<file path="src/rtl/seq_pkg.sv">
// Shared constants for the serial sequence generator and its detector.
// Both ends import this so the pattern and width always agree.
package seq_pkg;

    localparam int SEQ_LEN_DEF = 7;
    localparam logic [SEQ_LEN_DEF-1:0] SEQ_PATTERN_DEF = 7'b1011010;

    typedef enum logic [1:0] {
        ST_IDLE  = 2'd0,
        ST_SHIFT = 2'd1,
        ST_GAP   = 2'd2
    } state_e;

endpackage

</file>
<file path="src/rtl/seq_piso.sv">
// Parallel-load, MSB-first shift register with clear/load/shift controls.
// Clear has priority over load, load over shift.
module seq_piso #(
    parameter int W = 7
) (
    input  logic         clk,
    input  logic         rst_n,
    input  logic         i_clr,
    input  logic         i_load,
    input  logic         i_shift,
    input  logic [W-1:0] i_d,
    output logic         o_msb
);

    logic [W-1:0] r_sr;

    always_ff @(posedge clk or negedge rst_n) begin
        if (!rst_n) begin
            r_sr <= '0;
        end else if (i_clr) begin
            r_sr <= '0;
        end else if (i_load) begin
            r_sr <= i_d;
        end else if (i_shift) begin
            r_sr <= {r_sr[W-2:0], 1'b0};
        end
    end

    assign o_msb = r_sr[W-1];

endmodule

</file>
<file path="src/rtl/seq_gen_sr.sv">
// Serial pattern transmitter: sends a latched pattern MSB-first, with
// repetitions and an optional idle gap between frames.
module seq_gen_sr
    import seq_pkg::*;
#(
    parameter int                 SEQ_LEN     = SEQ_LEN_DEF,
    parameter logic [SEQ_LEN-1:0] SEQ_DEFAULT = SEQ_LEN'(SEQ_PATTERN_DEF),
    parameter int                 GAP_CYCLES  = 0,
    parameter logic               IDLE_BIT    = 1'b0
) (
    input  logic               clk,
    input  logic               rst_n,
    input  logic               start,
    input  logic               use_default,
    input  logic [SEQ_LEN-1:0] pattern_in,
    input  logic [3:0]         reps,
    input  logic               abort,
    output logic               ready,
    output logic               seq_out,
    output logic               seq_valid,
    output logic               frame_last,
    output logic               done
);

    localparam int IW = $clog2(SEQ_LEN);

    state_e             r_state, w_state;
    logic [IW-1:0]      r_idx, w_idx;
    logic [3:0]         r_frames, w_frames;
    logic [3:0]         r_gap, w_gap;
    logic [SEQ_LEN-1:0] r_pat, w_pat;
    logic               r_out, w_out;
    logic               r_valid, w_valid;
    logic               r_last, w_last;
    logic               r_done, w_done;
    logic               r_ready;

    logic               w_load, w_shift, w_clr;
    logic [SEQ_LEN-1:0] w_ld_val;
    logic [SEQ_LEN-1:0] w_sel_pat;
    logic               w_piso_msb;

    // The PISO holds the bits still to come; the bit on the wire is in r_out.
    seq_piso #(
        .W (SEQ_LEN)
    ) u_piso (
        .clk     (clk),
        .rst_n   (rst_n),
        .i_clr   (w_clr),
        .i_load  (w_load),
        .i_shift (w_shift),
        .i_d     (w_ld_val),
        .o_msb   (w_piso_msb)
    );

    assign w_sel_pat = use_default ? SEQ_DEFAULT : pattern_in;

    always_comb begin
        w_state  = r_state;
        w_idx    = r_idx;
        w_frames = r_frames;
        w_gap    = r_gap;
        w_pat    = r_pat;
        w_out    = IDLE_BIT;
        w_valid  = 1'b0;
        w_last   = 1'b0;
        w_done   = 1'b0;
        w_load   = 1'b0;
        w_shift  = 1'b0;
        w_clr    = 1'b0;
        w_ld_val = {r_pat[SEQ_LEN-2:0], 1'b0};

        unique case (r_state)
            ST_IDLE: begin
                if (start && !abort) begin
                    w_state  = ST_SHIFT;
                    w_pat    = w_sel_pat;
                    w_frames = reps;
                    w_idx    = IW'(SEQ_LEN-1);
                    w_load   = 1'b1;
                    w_ld_val = {w_sel_pat[SEQ_LEN-2:0], 1'b0};
                    w_out    = w_sel_pat[SEQ_LEN-1];
                    w_valid  = 1'b1;
                end
            end
            ST_SHIFT: begin
                if (abort) begin
                    w_state  = ST_IDLE;
                    w_idx    = '0;
                    w_frames = '0;
                    w_gap    = '0;
                    w_clr    = 1'b1;
                end else if (r_idx != '0) begin
                    w_shift = 1'b1;
                    w_out   = w_piso_msb;
                    w_valid = 1'b1;
                    w_idx   = r_idx - 1'b1;
                    w_last  = (r_idx == IW'(1));
                    w_done  = w_last && (r_frames == '0);
                end else if (r_frames != '0) begin
                    w_frames = r_frames - 1'b1;
                    if (GAP_CYCLES != 0) begin
                        w_state = ST_GAP;
                        w_gap   = 4'(GAP_CYCLES-1);
                        w_clr   = 1'b1;
                    end else begin
                        // Abutting frames: reload with no bubble.
                        w_load  = 1'b1;
                        w_out   = r_pat[SEQ_LEN-1];
                        w_valid = 1'b1;
                        w_idx   = IW'(SEQ_LEN-1);
                    end
                end else begin
                    w_state = ST_IDLE;
                    w_clr   = 1'b1;
                end
            end
            ST_GAP: begin
                if (abort) begin
                    w_state  = ST_IDLE;
                    w_idx    = '0;
                    w_frames = '0;
                    w_gap    = '0;
                    w_clr    = 1'b1;
                end else if (r_gap == '0) begin
                    w_state = ST_SHIFT;
                    w_load  = 1'b1;
                    w_out   = r_pat[SEQ_LEN-1];
                    w_valid = 1'b1;
                    w_idx   = IW'(SEQ_LEN-1);
                end else begin
                    w_gap = r_gap - 1'b1;
                end
            end
            default: begin
                w_state = ST_IDLE;
                w_clr   = 1'b1;
            end
        endcase
    end

    always_ff @(posedge clk or negedge rst_n) begin
        if (!rst_n) begin
            r_state  <= ST_IDLE;
            r_idx    <= '0;
            r_frames <= '0;
            r_gap    <= '0;
            r_pat    <= '0;
            r_out    <= IDLE_BIT;
            r_valid  <= 1'b0;
            r_last   <= 1'b0;
            r_done   <= 1'b0;
            r_ready  <= 1'b1;
        end else begin
            r_state  <= w_state;
            r_idx    <= w_idx;
            r_frames <= w_frames;
            r_gap    <= w_gap;
            r_pat    <= w_pat;
            r_out    <= w_out;
            r_valid  <= w_valid;
            r_last   <= w_last;
            r_done   <= w_done;
            r_ready  <= (w_state == ST_IDLE);
        end
    end

    assign ready      = r_ready;
    assign seq_out    = r_out;
    assign seq_valid  = r_valid;
    assign frame_last = r_last;
    assign done       = r_done;

endmodule

</file>
<file path="config.mk">
export PLATFORM = sky130hd
export DESIGN_NAME = seq_gen_sr
export DESIGN_NICKNAME = d
export VERILOG_FILES = /design/src/rtl/seq_pkg.sv /design/src/rtl/seq_piso.sv /design/src/rtl/seq_gen_sr.sv
export SDC_FILE = /design/constraint.sdc
export NUM_CORES = 1
export LEC_CHECK = 0
export ABC_AREA = 0
export BUFFER_PORTS_ARGS = -buffer_cell sky130_fd_sc_hd__buf_2
export CAP_MARGIN = 20
export CORE_UTILIZATION = 40
export CTS_CLUSTER_DIAMETER = 30
export DETAILED_ROUTE_END_ITERATION = 7
export GPL_ROUTABILITY_DRIVEN = 0
export SKIP_CTS_REPAIR_TIMING = 1
export SLEW_MARGIN = 15
export SYNTH_ARGS = -nofsm -noshare
export SYNTH_HDL_FRONTEND = slang
export SYNTH_SLANG_ARGS = --single-unit
</file>
<file path="constraint.sdc">
create_clock -name clk -period 2.1 [get_ports clk]
set_input_delay 0.42 -clock clk [delete_from_list [all_inputs] [get_ports clk]]
set_output_delay 0.42 -clock clk [all_outputs]
set_load 0.01 [all_outputs]
</file>
==> flow_results.org, run 1 <==
** Route
- The final layout contains routed wiring with a total length of 4070 um.
- Dividing the detail-routed wire length by the instance count gives 15.5 um.
- Number of nets with antenna violations after detailed routing :: 0
- Mean number of vias per cell :: 5.59
- Number of DRC violations after detailed-routing iteration 0 :: 61
- Number of optimization iterations in the first detailed-route pass :: 6
- Via count :: 1469
- DRC Markers :: 4

** Layout
- Across the whole layout, storage elements account for 777 sq um.
- 0 antenna diodes ended up in the layout.
- P&R area growth vs syn :: 15.5%
- Multi-input combinational cell area :: 983 sq um
- Count of fill cells added during filler insertion :: 424
- In the final design database the tool counted 238 nets.
- Of the cells placed in the final design, the portion with a size suffix greater than 1 is 25.1%.
- The finished cells cover 2180 sq um.
- Final cell count without fillers :: 263

** STA
- On the final layout, the worst clock skew is 0.0128 ns.
- In this run the tightest slew margin relative to its limit is 53.5%.
- Setup violations remaining at the end of the flow were counted as 0.
- Summed negative setup slack over all endpoints :: 0 ns
- WHS :: 0.174 ns
- Final hold viol count :: 0
- The number of pins with negative max-slew slack in the final report was 0.
- For this run, the top clock speed supported by timing is 0.505 GHz.
- Part of the cycle the worst path needs :: 94.4%
- The worst path in the final design needs a cycle of 1.98 ns, including I/O delays and setup.
- Setup repair after global routing left no endpoint under its margin.
- At the pin with the least slew margin, the transition time is 0.698 ns.

** Logic synthesis
- Synthesized instance count :: 181
- In this run, synthesis inferred 0 flip-flops with an integrated enable.
- Dominant synthesized flop cell :: sky130_fd_sc_hd__dfrtp_1
- Area share of the leading cell type in the synthesized netlist :: 39.9%
- Counting every net in the synthesized netlist gives 209.
- Register bit total from synthesis :: 31
- Leading cell types by total area after synthesis :: sky130_fd_sc_hd__dfrtp_1 (40%), sky130_fd_sc_hd__ha_1 (8.0%), sky130_fd_sc_hd__mux2i_1 (4.8%)
- Ys async rst share :: 100%
- Synth warnings :: 0
- Sequential share of the synthesized area :: 41.3%
- Yosys mapped the design onto 54 distinct sky130hd cell types.
- Post-Syn Area per Cell :: 10.4 sq um
- Cell taking the most area after synthesis :: sky130_fd_sc_hd__dfrtp_1
- Combined area of all synthesized cells :: 1880 sq um

** Critical path
- The critical path starts at r_gap[0]$_DFFE_PN0P_.
- WP data required :: 2.28 ns
- Among all stages on the critical path, the largest delay is contributed by sky130_fd_sc_hd__dfrtp_1.
- Startpoint of the lowest-slack register-to-register path :: r_gap[0]$_DFFE_PN0P_
- Critical-path maximum fanout :: 5
- The worst setup path is of the register to register kind.
- Worst Reg2Reg Path Length in Cells :: 6
- STA classifies the critical path startpoint as a register.
- Maximum cell stage delay along the critical path :: 0.41 ns
- CP Capture Type :: register
- Crit path DAT :: 2.16 ns
- Reg2Reg Capture Point :: r_idx[1]$_DFFE_PN0P_
- Walking the worst path, the cells encountered are inv_1 -> ha_1 -> or3b_4 -> a221oi_4 -> o31ai_2 -> mux2_4.
- Reg2reg setup slack :: 0.12 ns

** Power and ir drop
- In this run the static leakage power is 1.02 nW.
- IR analysis of the VDD net gives a maximum drop of 0.000589 V.
- Power spread over the standard cell area amounts to 1090 nW/um^2.

** GRT
- Entering global routing, the biggest net connects 32 pins.
- Number of antenna violations at the first check in global routing :: 0
- Total GRT Usage :: 17.5%
- Remaining global-route overflow :: 0
- The first global-routing pass estimated 6710 um of wire.
- The via count of the first global-routing pass is 1478.

** Placed design
- Count of buffers from port buffering :: 20
- Inst Count DP :: 255
- After detailed placement, the total cell area comes to 2070 sq um.
- After legalization and detailed placement, the total HPWL measured 3060 um.

** Die
- The floorplan step set the die width to 70.6 um.
- Die area :: 4990 sq um
- Die extent in y :: 70.6 um
- 21 I/O pins were placed.
- Core ar. :: 4440 sq um
- The initial utilization of the core area, before any placement, comes to 42.4%.
- After floorplanning, the core was divided into 24 placement rows.

** Clocking
- For this design, the sink count on the clock tree is 31.
- TritonCTS clock tree :: yes
- Buffers from clock root to sink, at most :: 2
- The H-tree was split into 2 levels.
- TritonCTS buffer count :: 5
- The cell sitting at the root of the clock tree is a sky130_fd_sc_hd__clkbuf_8.
- Clock-pin slew was measured on the worst setup and hold paths at 0.07 ns.
- For the worst-skew pair, the clock arrives at the later sink with an insertion delay of 0.29 ns.

** Outcome
- The run finished, with violations left.
- Violations in the final reports :: design-rule violations

** Job
- The tool flagged a number of max-cap violations equal to 0.

** Worst hold path
- The min-delay analysis places its worst path in the category primary input to asynchronous set/reset pin.
==> worst max path at each step <==
stage | end | slack [ns]
2_1_floorplan | u_piso.r_sr[3]$_DFFE_PN0P_ | 0.21
3_3_place_gp | u_piso.r_sr[2]$_DFFE_PN0P_ | 0.16
3_5_place_dp | u_piso.r_sr[4]$_DFFE_PN0P_ | 0.1
4_1_cts | u_piso.r_sr[4]$_DFFE_PN0P_ | 0.08
5_1_grt | u_piso.r_sr[2]$_DFFE_PN0P_ | 0.006
6_report | r_idx[1]$_DFFE_PN0P_ | 0.12
==> cells by family (layout without fill, tap and decap cells) <==
kind of cell,after synthesis,in the layout,synth area share (%)
AOI/OAI and AO/OA,49,49,20.9
adders and majority gates,12,12,7.97
buffers and inverters,29,59,6.78
DFF,31,31,41.3
muxes,15,15,8.57
and+or+nand+nor,45,45,14.6
==> critical path: cells and delay by family (launching register included) <==
kind	cells	cell delay [ns]
adders and majority gates	1	0.18
and+or+nand+nor	1	0.40
DFF	1	0.41
AOI/OAI and AO/OA	2	0.46
muxes	1	0.31
buffers and inverters	1	0.11
==> cell usage in the layout (no fill, tap or decap), types with 3 or more instances in the layout <==
cell type                  netlist  final
sky130_fd_sc_hd__mux2_2          5      5
sky130_fd_sc_hd__nor2b_1         6      6
sky130_fd_sc_hd__nor2_1          8      8
sky130_fd_sc_hd__buf_2           3     20
sky130_fd_sc_hd__or3_1           4      3
sky130_fd_sc_hd__nand2_1         4      4
sky130_fd_sc_hd__buf_4           0      9
sky130_fd_sc_hd__nand2b_1        3      3
sky130_fd_sc_hd__dfrtp_1        30     30
sky130_fd_sc_hd__o21ai_0         7      7
sky130_fd_sc_hd__inv_1          22     22
sky130_fd_sc_hd__mux2i_1         9      9
sky130_fd_sc_hd__nand3_1         5      5
sky130_fd_sc_hd__ha_1           12     12
sky130_fd_sc_hd__clkbuf_8        0      7
sky130_fd_sc_hd__a211oi_1       11     11
==> final cells by class <==
type | instances | area share [%]
Sequential cell | 31 | 35.7
Clock buffer | 8 | 4.60
Timing Repair Buffer | 29 | 7.71
Tap cell | 52 | 2.99
Multi-Input combinational cell | 121 | 45.2
Inverter | 22 | 3.80
==> synth_stat cells (all sizes together), types with 2 or more instances <==
master / n
o22ai: 2
o311ai: 3
nor3: 2
o211ai: 2
a221oi: 2
o2bb2ai: 2
nand2b: 5
a21o: 2
clkbuf: 2
nand2: 5
dfrtp: 30
or3: 4
buf: 5
nor3b: 3
inv: 22
mux2: 6
nand3: 5
or3b: 2
ha: 12
nor2b: 6
mux2i: 9
nor2: 8
o21ai: 8
o32a: 2
a211oi: 12
a21oi: 3
a32oi: 2
==> per-stage QoR <==
step	worst slack [ns]	total power [W]	util [%]
3_5_place_dp	0.0956	0.00186	46.6
4_1_cts	0.0797	0.00238	48.8
2_1_floorplan	0.214	0.00158	-
6_report	0.118	0.00237	49.0
3_3_place_gp	0.157	0.00181	46.6
5_1_grt	0.00612	0.00252	49.0
==> flip-flops by register name (all words and copies together), names as in the netlist <==
| name | count |
|---|---|
| r_frames | 4 |
| ready | 1 |
| u_piso.r_sr | 6 |
| frame_last | 1 |
| seq_valid | 1 |
| r_idx | 3 |
| seq_out | 1 |
| r_gap | 4 |
| r_state | 2 |
| r_pat | 7 |
| done | 1 |
==> layer usage <==
layer | global-route usage, % | part of all wire (%) | routed length [um]
met1 | 22.4 | 47 | 1910
met2 | 29.0 | 48 | 1950
met3 | 4.42 | 3.8 | 154
met4 | 6.00 | 1.4 | 55
met5 | 0 | 0 | 0
==> where the power goes <==
part	total, W	internal (W)	switching (W)
sequential	0.000899	0.000792	0.000107
clock	0.000520	0.000299	0.000221
combinational	0.000949	0.000443	0.000506
Note: power is estimated with default switching activity, not from simulation.
==> run 2, diff against run 1 <==
--- a/config.mk
+++ b/config.mk
@@ -16,4 +16,5 @@
 export SLEW_MARGIN = 15
 export SYNTH_ARGS = -nofsm -noshare
 export SYNTH_HDL_FRONTEND = slang
+export SYNTH_HIERARCHICAL = 1
 export SYNTH_SLANG_ARGS = --single-unit
==> run 2 against run 1 <==
- the run still ends with design-rule violations left
- maximum frequency fell by 3.5%
- sequential power rose by 4.2%
- sequential cell count rose by 1
- synthesized area fell by 0.13%
- final cell count rose by 6.5%
- utilization rose by 1.4 points
- first-iteration DRC count rose by 95%
- clock skew fell by 0.0066 ns
- sequential share of layout area rose by 0.12 points
- global-route usage fell by 0.61 points
- non-clock buffer count rose by 3
- synthesized cell count rose by 6.6%
- critical endpoint is now u_piso/r_sr[1]$_DFFE_PN0P_
==> flow_results.org, run 2 <==
** Outcome
- Status: finished, violations left (unchanged).
- Violations in the final reports :: design-rule violations (unchanged)

** Logic synthesis
- The synthesized flop and latch total came to 32 (was 31).
- Number of flops mapped to enable cells by yosys :: 0 (unchanged)
- The async set-or-reset flop fraction in the synthesized netlist is 100% (unchanged).
- The area share of the largest cell type after synthesis was 41.3% (was 39.9%).
- The post-synthesis cell type count came to 49 (was 54).
- Cell types with the highest counts after synthesis :: sky130_fd_sc_hd__dfrtp_1 (31), sky130_fd_sc_hd__inv_1 (16), sky130_fd_sc_hd__o21ai_0 (15), sky130_fd_sc_hd__nand2_1 (14) (was sky130_fd_sc_hd__dfrtp_1 (30), sky130_fd_sc_hd__inv_1 (22), sky130_fd_sc_hd__ha_1 (12), sky130_fd_sc_hd__a211oi_1 (11), sky130_fd_sc_hd__mux2i_1 (9))
- The instance count of the mapped netlist was 193 (was 181).
- The sequential fraction of the synthesis area is 42.6% (was 41.3%).
- Most instantiated library cell after synthesis :: sky130_fd_sc_hd__dfrtp_1 (unchanged)
- The synthesized area per cell is 9.74 sq um (was 10.4 sq um).
- Synth warnings :: 6 (was 0)
- Syn Nets :: 221 (was 209)
- The most common flop cell mapped by yosys is sky130_fd_sc_hd__dfrtp_1 (unchanged).
- Leading cell types by total area after synthesis :: sky130_fd_sc_hd__dfrtp_1 (41%), sky130_fd_sc_hd__ha_1 (8.0%), sky130_fd_sc_hd__o21ai_0 (4.0%) (was sky130_fd_sc_hd__dfrtp_1 (40%), sky130_fd_sc_hd__ha_1 (8.0%), sky130_fd_sc_hd__mux2i_1 (4.8%))
- The area of the mapped netlist is 1880 sq um (about the same).
- Cell taking the most area after synthesis :: sky130_fd_sc_hd__dfrtp_1 (unchanged)

** GRT
- Largest net degree at the start of global routing :: 33 (was 32)
- Total GRT Usage :: 16.9% (was 17.5%)
- Remaining global-route overflow :: 0 (unchanged)
- The via count of the first global-routing pass came to 1424 (was 1478).
- Global-route wire length before repair :: 6560 um (was 6710 um)
- Number of antenna violations at the first check in global routing :: 0 (unchanged)

** Die
- The die extent in y came to 70.6 um (about the same).
- The total number of placement rows is 24 (unchanged).
- X dimension of the die :: 70.6 um (about the same)
- Die area :: 4980 sq um (was 4990 sq um)
- The area inside the core boundary is 4440 sq um (unchanged).
- The I/O pin count was 21 (unchanged).
- The effective utilization at floorplan was 42.3% (was 42.4%).

** Route
- The number of nets with antenna violations after detailed routing came to 0 (unchanged).
- The number of vias per cell came to 5.23 (was 5.59).
- The total vias in the final route was 1464 (was 1469).
- Post-DR wirelength/cell :: 13.4 um (was 15.5 um)
- The number of optimization iterations in the first detailed-route pass is 6 (unchanged).
- Wire length after detailed routing :: 3750 um (was 4070 um)
- The number of violations reported at the end of detailed-routing iteration 0 is 119 (was 61).
- The DRC violation count after routing came to 4 (unchanged).

** STA
- The final count of negative-setup-slack endpoints came to 0 (unchanged).
- The measured slew at the worst slew-check pin came to 0.699 ns (was 0.698 ns).
- Setup Skew :: 0.00625 ns (was 0.0128 ns)
- The post-route setup TNS was 0 ns (unchanged).
- RSZ-0062 raised after global routing :: true (was false)
- The worst-case setup margin in the final layout is 0.0456 ns (was 0.118 ns).
- The maximum clock frequency was 0.487 GHz (was 0.505 GHz).
- The number of pins with negative max-slew slack in the final report was 0 (unchanged).
- The post-route fraction of the period consumed by the critical path came to 97.8% (was 94.4%).
- Minimum clock period :: 2.05 ns (was 1.98 ns)
- Final hold viol count :: 0 (unchanged)
- Worst slew margin :: 53.4% (was 53.5%)

** Critical path
- The endpoint class of the critical path was a register (unchanged).
- Crit path DAT :: 2.26 ns (was 2.16 ns)
- Startpoint type of the worst setup path :: register (unchanged)
- Critical-path maximum fanout :: 6 (was 5)
- The classification of the worst setup path is register to register (unchanged).
- WP data required :: 2.30 ns (was 2.28 ns)

** Placed design
- Count of buffers from port buffering :: 20 (unchanged)
- Final HPWL from detailed placement :: 2680 um (was 3060 um)
- The post-place setup slack was 0.0834 ns (was 0.0956 ns).
- Inst Count DP :: 268 (was 255)

** Layout
- The fraction of final layout cells sized beyond drive strength 1 was 25.9% (was 25.1%).
- The post-layout net count was 255 (was 238).
- Leading registers by flop count: r_pat x7, u_piso/r_sr x7 (was r_pat x7, u_piso.r_sr x6).
- Most frequent cells in the layout :: sky130_fd_sc_hd__dfrtp_1 (31), sky130_fd_sc_hd__buf_2 (21), sky130_fd_sc_hd__o21ai_0 (15) (was sky130_fd_sc_hd__dfrtp_1 (30), sky130_fd_sc_hd__inv_1 (22), sky130_fd_sc_hd__buf_2 (20))
- Final cell count without fillers :: 280 (was 263)
- Antenna diode instance count :: 0 (unchanged)
- The most common cell after layout, fill and taps aside is sky130_fd_sc_hd__dfrtp_1 (unchanged).
- P&R area growth vs syn :: 19.0% (was 15.5%)

** Power and ir drop
- The power density over cell area is 1090 nW/um^2 (about the same).
- The fraction of power consumed by combinational cells came to 41.1% (was 40.1%).
- Fraction of power spent switching nets :: 36.1% (was 35.2%)
- The maximum vdd ir drop came to 0.000486 V (was 0.000589 V).
- The total power draw came to 0.00243 W (was 0.00237 W).
- Psw :: 0.000879 W (was 0.000833 W)
- Int Pwr :: 0.00156 W (was 0.00153 W)
- LEAKAGE :: 1.06 nW (was 1.02 nW)
- The clock network fraction of total power came to 20.4% (was 22.0%).
- Part of the total power dissipated in sequential elements :: 38.5% (was 38.0%)

** Job
- The total of max-cap violations was 0 (unchanged).

** Clocking
- Insertion delay to the later sink of the worst-skew pair :: 0.29 ns (about the same)
- The number of buffers on the longest clock path came to 2 (unchanged).
- Root Buffer :: sky130_fd_sc_hd__clkbuf_8 (unchanged)
- TritonCTS clock tree :: yes (unchanged)
- The clock-pin slew reported for the worst setup and hold paths after clock tree synthesis came to 0.07 ns (about the same).
- Level count of the clock H-tree :: 2 (unchanged)
- Clk sinks :: 32 (was 31)
- The number of buffers inserted during clock tree synthesis is 5 (unchanged).

** Worst hold path
- Path class of the lowest-slack min-delay path :: primary input to asynchronous set/reset pin (unchanged)
==> run 2: cell count changes after synthesis, moves of 3 or more <==
cell,delta
sky130_fd_sc_hd__nand2_1,+10
sky130_fd_sc_hd__o21ai_0,+8
sky130_fd_sc_hd__a21oi_1,+7
sky130_fd_sc_hd__inv_1,-6
sky130_fd_sc_hd__a211oi_1,-5
sky130_fd_sc_hd__nor2b_1,+5
sky130_fd_sc_hd__nand2b_1,+4
sky130_fd_sc_hd__nor2_1,+4
sky130_fd_sc_hd__or3_1,-4
sky130_fd_sc_hd__buf_2,-3
sky130_fd_sc_hd__mux2_2,-3
sky130_fd_sc_hd__nand3_1,-3
==> run 2: path summary, 6_finish.rpt <==
check,slack (ns),end,depth (start not counted),from
max,0.05,u_piso/r_sr[1]$_DFFE_PN0P_,8,r_gap[0]$_DFFE_PN0P_
min,0.17,r_frames[3]$_DFFE_PN0P_,1,rst_n
max reg2reg,0.05,u_piso/r_sr[1]$_DFFE_PN0P_,8,r_gap[0]$_DFFE_PN0P_
min reg2reg,0.47,r_pat[5]$_DFFE_PN0P_,2,r_pat[5]$_DFFE_PN0P_
max in group asynchronous,1.47,u_piso/r_sr[6]$_DFFE_PN0P_,1,rst_n
min in group clk,0.41,r_pat[0]$_DFFE_PN0P_,3,pattern_in[0]
==> run 2: area by class of cell <==
type | count | area, sq um
Multi-Input combinational cell | 140 | 1020
Timing Repair Buffer | 32 | 191
Fill cell | 441 | 2210
Tap cell | 52 | 65.1
Clock buffer | 7 | 86.3
Sequential cell | 32 | 802
Clock inverter | 1 | 7.51
Inverter | 16 | 63.8
==> run 2: through the flow <==
| stage | util, % | hold slack [ns] | instance area [sq um] |
|---|---|---|---|
| finish | 50.4 | 0.171 | 2240 |
| global route | 50.4 | 0.247 | 2240 |
| CTS | 48.8 | 0.205 | 2170 |
| detailed placement | 46.7 | 0.461 | 2080 |
| global placement | 46.7 | 0.456 | 2080 |
| floorplan | - | 0.124 | 1880 |
==> run 2: logic make-up (layout without fill, tap and decap cells) <==
logic type	after synthesis	after routing	share of synthesized area (%)
simple gates	61	61	17.4
buf+inv	21	56	4.79
fa+ha+maj	12	12	7.98
flops	32	32	42.6
compound gates	55	55	20.9
other cells	1	1	0.199
mux	11	11	6.12
==> run 2: layer usage <==
layer	global-route usage, %	wire length [um]
met1	23.1	1870
met2	26.1	1720
met3	3.85	106
met4	6.67	58
met5	0	0
==> run 2: worst max-delay path, cell delays in order (launching register included) <==
cell and delay, ns:
sky130_fd_sc_hd__dfrtp_1 0.40, sky130_fd_sc_hd__inv_2 0.09, sky130_fd_sc_hd__ha_1 0.13, sky130_fd_sc_hd__or3b_4 0.40, sky130_fd_sc_hd__o21a_1 0.23, sky130_fd_sc_hd__a21oi_2 0.18, sky130_fd_sc_hd__buf_6 0.14, sky130_fd_sc_hd__clkinvlp_4 0.16
sky130_fd_sc_hd__a211oi_2 0.24
==> run 2: power by group through the flow <==
stage               Combinational (W)  Sequential, W  Clock (W)
floorplan                    0.000689       0.000929          0
global placement             0.000934       0.000943          0
detailed placement           0.000932       0.000947          0
CTS                          0.000945       0.000937   0.000511
global route                  0.00113       0.000961   0.000536
finish                        0.00100       0.000937   0.000496
==> run 3, diff against run 2 <==
--- a/config.mk
+++ b/config.mk
@@ -6,7 +6,7 @@
 export NUM_CORES = 1
 export LEC_CHECK = 0
 export ABC_AREA = 0
-export BUFFER_PORTS_ARGS = -buffer_cell sky130_fd_sc_hd__buf_2
+export BUFFER_PORTS_ARGS = -buffer_cell sky130_fd_sc_hd__buf_4
 export CAP_MARGIN = 20
 export CORE_UTILIZATION = 40
 export CTS_CLUSTER_DIAMETER = 30
==> run 3 against run 2 <==
- the flow still finishes with violations (design-rule violations)
- critical path depth unchanged
- maximum frequency down 0.33%
- non-clock buffer count grew 4
- wire length rose by 12%
- first-iteration DRC count decreased by 38%
- design area up 5.4%
- worst setup slack got worse by 0.0068 ns
- via count rose by 6.8%
- critical path type unchanged
- critical endpoint is now u_piso/r_sr[5]$_DFFE_PN0P_
- largest cell class unchanged
==> flow_results.org, run 3 (synthesis gave the netlist of run 2 again) <==
** STA
- The number of hold-slack violations in the final timing report was 0 (unchanged).
- RSZ-0062 raised after global routing :: true (unchanged)
- Number of max-slew violations in the final report :: 0 (unchanged)
- The final count of negative-setup-slack endpoints was 0 (unchanged).
- The worst-case setup margin in the final layout is 0.0388 ns (was 0.0456 ns).
- Part of the cycle the worst path needs :: 98.2% (was 97.8%)
- The worst slack on hold paths is 0.0646 ns (was 0.171 ns).
- Max Clk Rate :: 0.485 GHz (was 0.487 GHz)
- The clock skew after layout was 0.00184 ns (was 0.00625 ns).
- Minimum clock period :: 2.06 ns (was 2.05 ns)

** Clocking
- Clk sinks :: 32 (unchanged)
- The clock-pin slew reported for the worst setup and hold paths after clock tree synthesis came to 0.07 ns (about the same).
- The number of buffers inserted during clock tree synthesis is 5 (unchanged).
- The later-pin clock latency in the skew report came to 0.29 ns (about the same).
- The buffer type at the clock tree root is sky130_fd_sc_hd__clkbuf_8 (unchanged).
- TritonCTS clock tree :: yes (unchanged)
- The H-tree depth reported by CTS was 2 (unchanged).
- The number of buffers on the longest clock path is 2 (unchanged).

** Critical path
- The cell with the largest stage delay on the worst path is sky130_fd_sc_hd__dfrtp_1 (unchanged).
- The maximum fanout along the worst path is 6 (unchanged).
- The worst endpoint data arrival time is 2.27 ns (was 2.26 ns).
- The required arrival time at the worst endpoint was 2.31 ns (was 2.30 ns).
- The number of buffer and inverter instances along the worst setup path is 3 (unchanged).
- Maximum cell stage delay along the critical path :: 0.41 ns (was 0.40 ns)
- The kind of cell with the highest combined delay on the critical path is compound AO/OA/AOI/OAI gates (unchanged).
- The classification of the worst setup path is register to register (unchanged).
- CP Capture Type :: register (unchanged)
- The critical path launch point type was a register (unchanged).
- CP cell instances :: inv_2 -> ha_1 -> or3b_4 -> o21a_1 -> a21oi_2 -> buf_6 -> clkinvlp_4 -> a211oi_2 (unchanged)

** GRT
- The wire length of the first global-routing pass was 6840 um (was 6560 um).
- Largest net degree at the start of global routing :: 33 (unchanged)
- The total grt overflow came to 0 (unchanged).
- The number of antenna violations at the first check in global routing was 0 (unchanged).
- The via count of the first global-routing pass is 1601 (was 1424).
- The total global-route track usage is 17.7% (was 16.9%).

** Outcome
- Status: finished, violations left (unchanged).
- Violations in the final reports :: design-rule violations (unchanged)

** Route
- The routed wire length per instance is 14.8 um (was 13.4 um).
- The number of optimization iterations in the first detailed-route pass was 6 (unchanged).
- The total length of routed wires is 4190 um (was 3750 um).
- The number of vias per cell is 5.51 (was 5.23).
- The number of violations reported at the end of detailed-routing iteration 0 came to 74 (was 119).
- The DRC violation count after routing is 5 (was 4).
- Via count :: 1564 (was 1464)
- Number of nets with antenna violations after detailed routing :: 0 (unchanged)

** Die
- Row Count :: 24 (unchanged)
- Die area :: 4980 sq um (unchanged)
- The die extent in y came to 70.6 um (unchanged).
- Core ar. :: 4440 sq um (unchanged)
- The width of the die came to 70.6 um (unchanged).
- The I/O pin count came to 21 (unchanged).
- Starting utilization of the core area :: 42.3% (unchanged)

** Power and ir drop
- LEAKAGE :: 1.11 nW (was 1.06 nW)
- The total power draw came to 0.00257 W (was 0.00243 W).
- Power density of the placed cells :: 1090 nW/um^2 (about the same)
- Worst ir drop on vdd :: 0.000506 V (was 0.000486 V)

** Layout
- The sequential standard cell area is 802 sq um (unchanged).
- The area of the multi-input gates came to 1040 sq um (was 1020 sq um).
- Leading registers by flop count :: r_pat x7, u_piso/r_sr x7 (unchanged)
- The fraction of final layout cells sized beyond drive strength 1 was 28.0% (was 25.9%).
- The most common cell after layout, fill and taps aside is sky130_fd_sc_hd__buf_4 (was sky130_fd_sc_hd__dfrtp_1).
- Final non-filler cell area :: 2360 sq um (was 2240 sq um)
- The post-layout net count is 259 (was 255).
- Most frequent cells in the layout: sky130_fd_sc_hd__buf_4 (33), sky130_fd_sc_hd__dfrtp_1 (31), sky130_fd_sc_hd__o21ai_0 (15) (was sky130_fd_sc_hd__dfrtp_1 (31), sky130_fd_sc_hd__buf_2 (21), sky130_fd_sc_hd__o21ai_0 (15)).
- P&R area growth vs syn :: 25.4% (was 19.0%)
- The number of diodes added for antenna fixing was 0 (unchanged).
- The number of filler instances in the final layout was 404 (was 441).
- The number of standard cells in the final layout excluding fillers came to 284 (was 280).

** Placed design
- The post-DP HPWL came to 2990 um (was 2680 um).
- The post-place setup slack is 0.0736 ns (was 0.0834 ns).
- Placed Instance Area :: 2150 sq um (was 2080 sq um)
- Inst Count DP :: 270 (was 268)
- The total of buffers placed on input and output ports came to 20 (unchanged).

** Job
- The total of max-cap violations came to 0 (unchanged).

** Worst hold path
- The path category of the worst min-delay check is primary input to asynchronous set/reset pin (unchanged).
-- run 3: cell types whose count changed in the layout (fill, tap and decap cells not counted) --
| cell | before | now |
|---|---|---|
| sky130_fd_sc_hd__a21oi_1 | 8 | 7 |
| sky130_fd_sc_hd__a21oi_2 | 1 | 2 |
| sky130_fd_sc_hd__buf_12 | 0 | 1 |
| sky130_fd_sc_hd__buf_2 | 21 | 0 |
| sky130_fd_sc_hd__buf_4 | 10 | 33 |
| sky130_fd_sc_hd__clkbuf_8 | 6 | 7 |
| sky130_fd_sc_hd__clkdlybuf4s15_2 | 0 | 1 |
| sky130_fd_sc_hd__clkinvlp_4 | 2 | 1 |
| sky130_fd_sc_hd__nor3b_1 | 2 | 1 |
| sky130_fd_sc_hd__nor3b_4 | 0 | 1 |
-- run 3: stage by stage --
stage          utilization, %  TNS (ns)
5_1_grt                  53.1    -0.120
2_1_floorplan               -         0
6_report                 53.1         0
3_3_place_gp             48.5         0
4_1_cts                  50.7         0
3_5_place_dp             48.5         0
-- run 3: cell type report --
cell class	count	area share, %
Inverter	16	2.71
Sequential cell	32	34.0
Multi-Input combinational cell	140	44.0
Timing Repair Buffer	36	12.3
Clock buffer	8	4.24
Tap cell	52	2.76
-- run 3: path summary, 6_finish.rpt --
path                       slack (ns)  depth (start not counted)            startpoint                    endpoint
max                              0.04                          8  r_gap[0]$_DFFE_PN0P_  u_piso/r_sr[5]$_DFFE_PN0P_
min                              0.06                          1                 rst_n        frame_last$_DFF_PN0_
max reg2reg                      0.04                          8  r_gap[0]$_DFFE_PN0P_  u_piso/r_sr[5]$_DFFE_PN0P_
min reg2reg                      0.47                          2  r_pat[4]$_DFFE_PN0P_        r_pat[4]$_DFFE_PN0P_
max in group asynchronous        1.70                          1                 rst_n             ready$_DFF_PN1_
min in group clk                 0.40                          3         pattern_in[1]        r_pat[1]$_DFFE_PN0P_
-- run 3: where the power goes --
group / total [W] / switching, W / internal [W]
Combinational: 0.00109 / 0.000562 / 0.000529
Sequential: 0.000951 / 0.000127 / 0.000824
Clock: 0.000529 / 0.000230 / 0.000299
-- run 3: per-layer routing --
layer	track usage, %	share of wire (%)	up-vias	wire, um
li1	-	-	756	-
met2	31.7	51	42	2150
met3	3.99	4.1	8	173
met4	8.89	1.8	0	76
met5	0	0	-	0
met1	20.0	43	758	1790
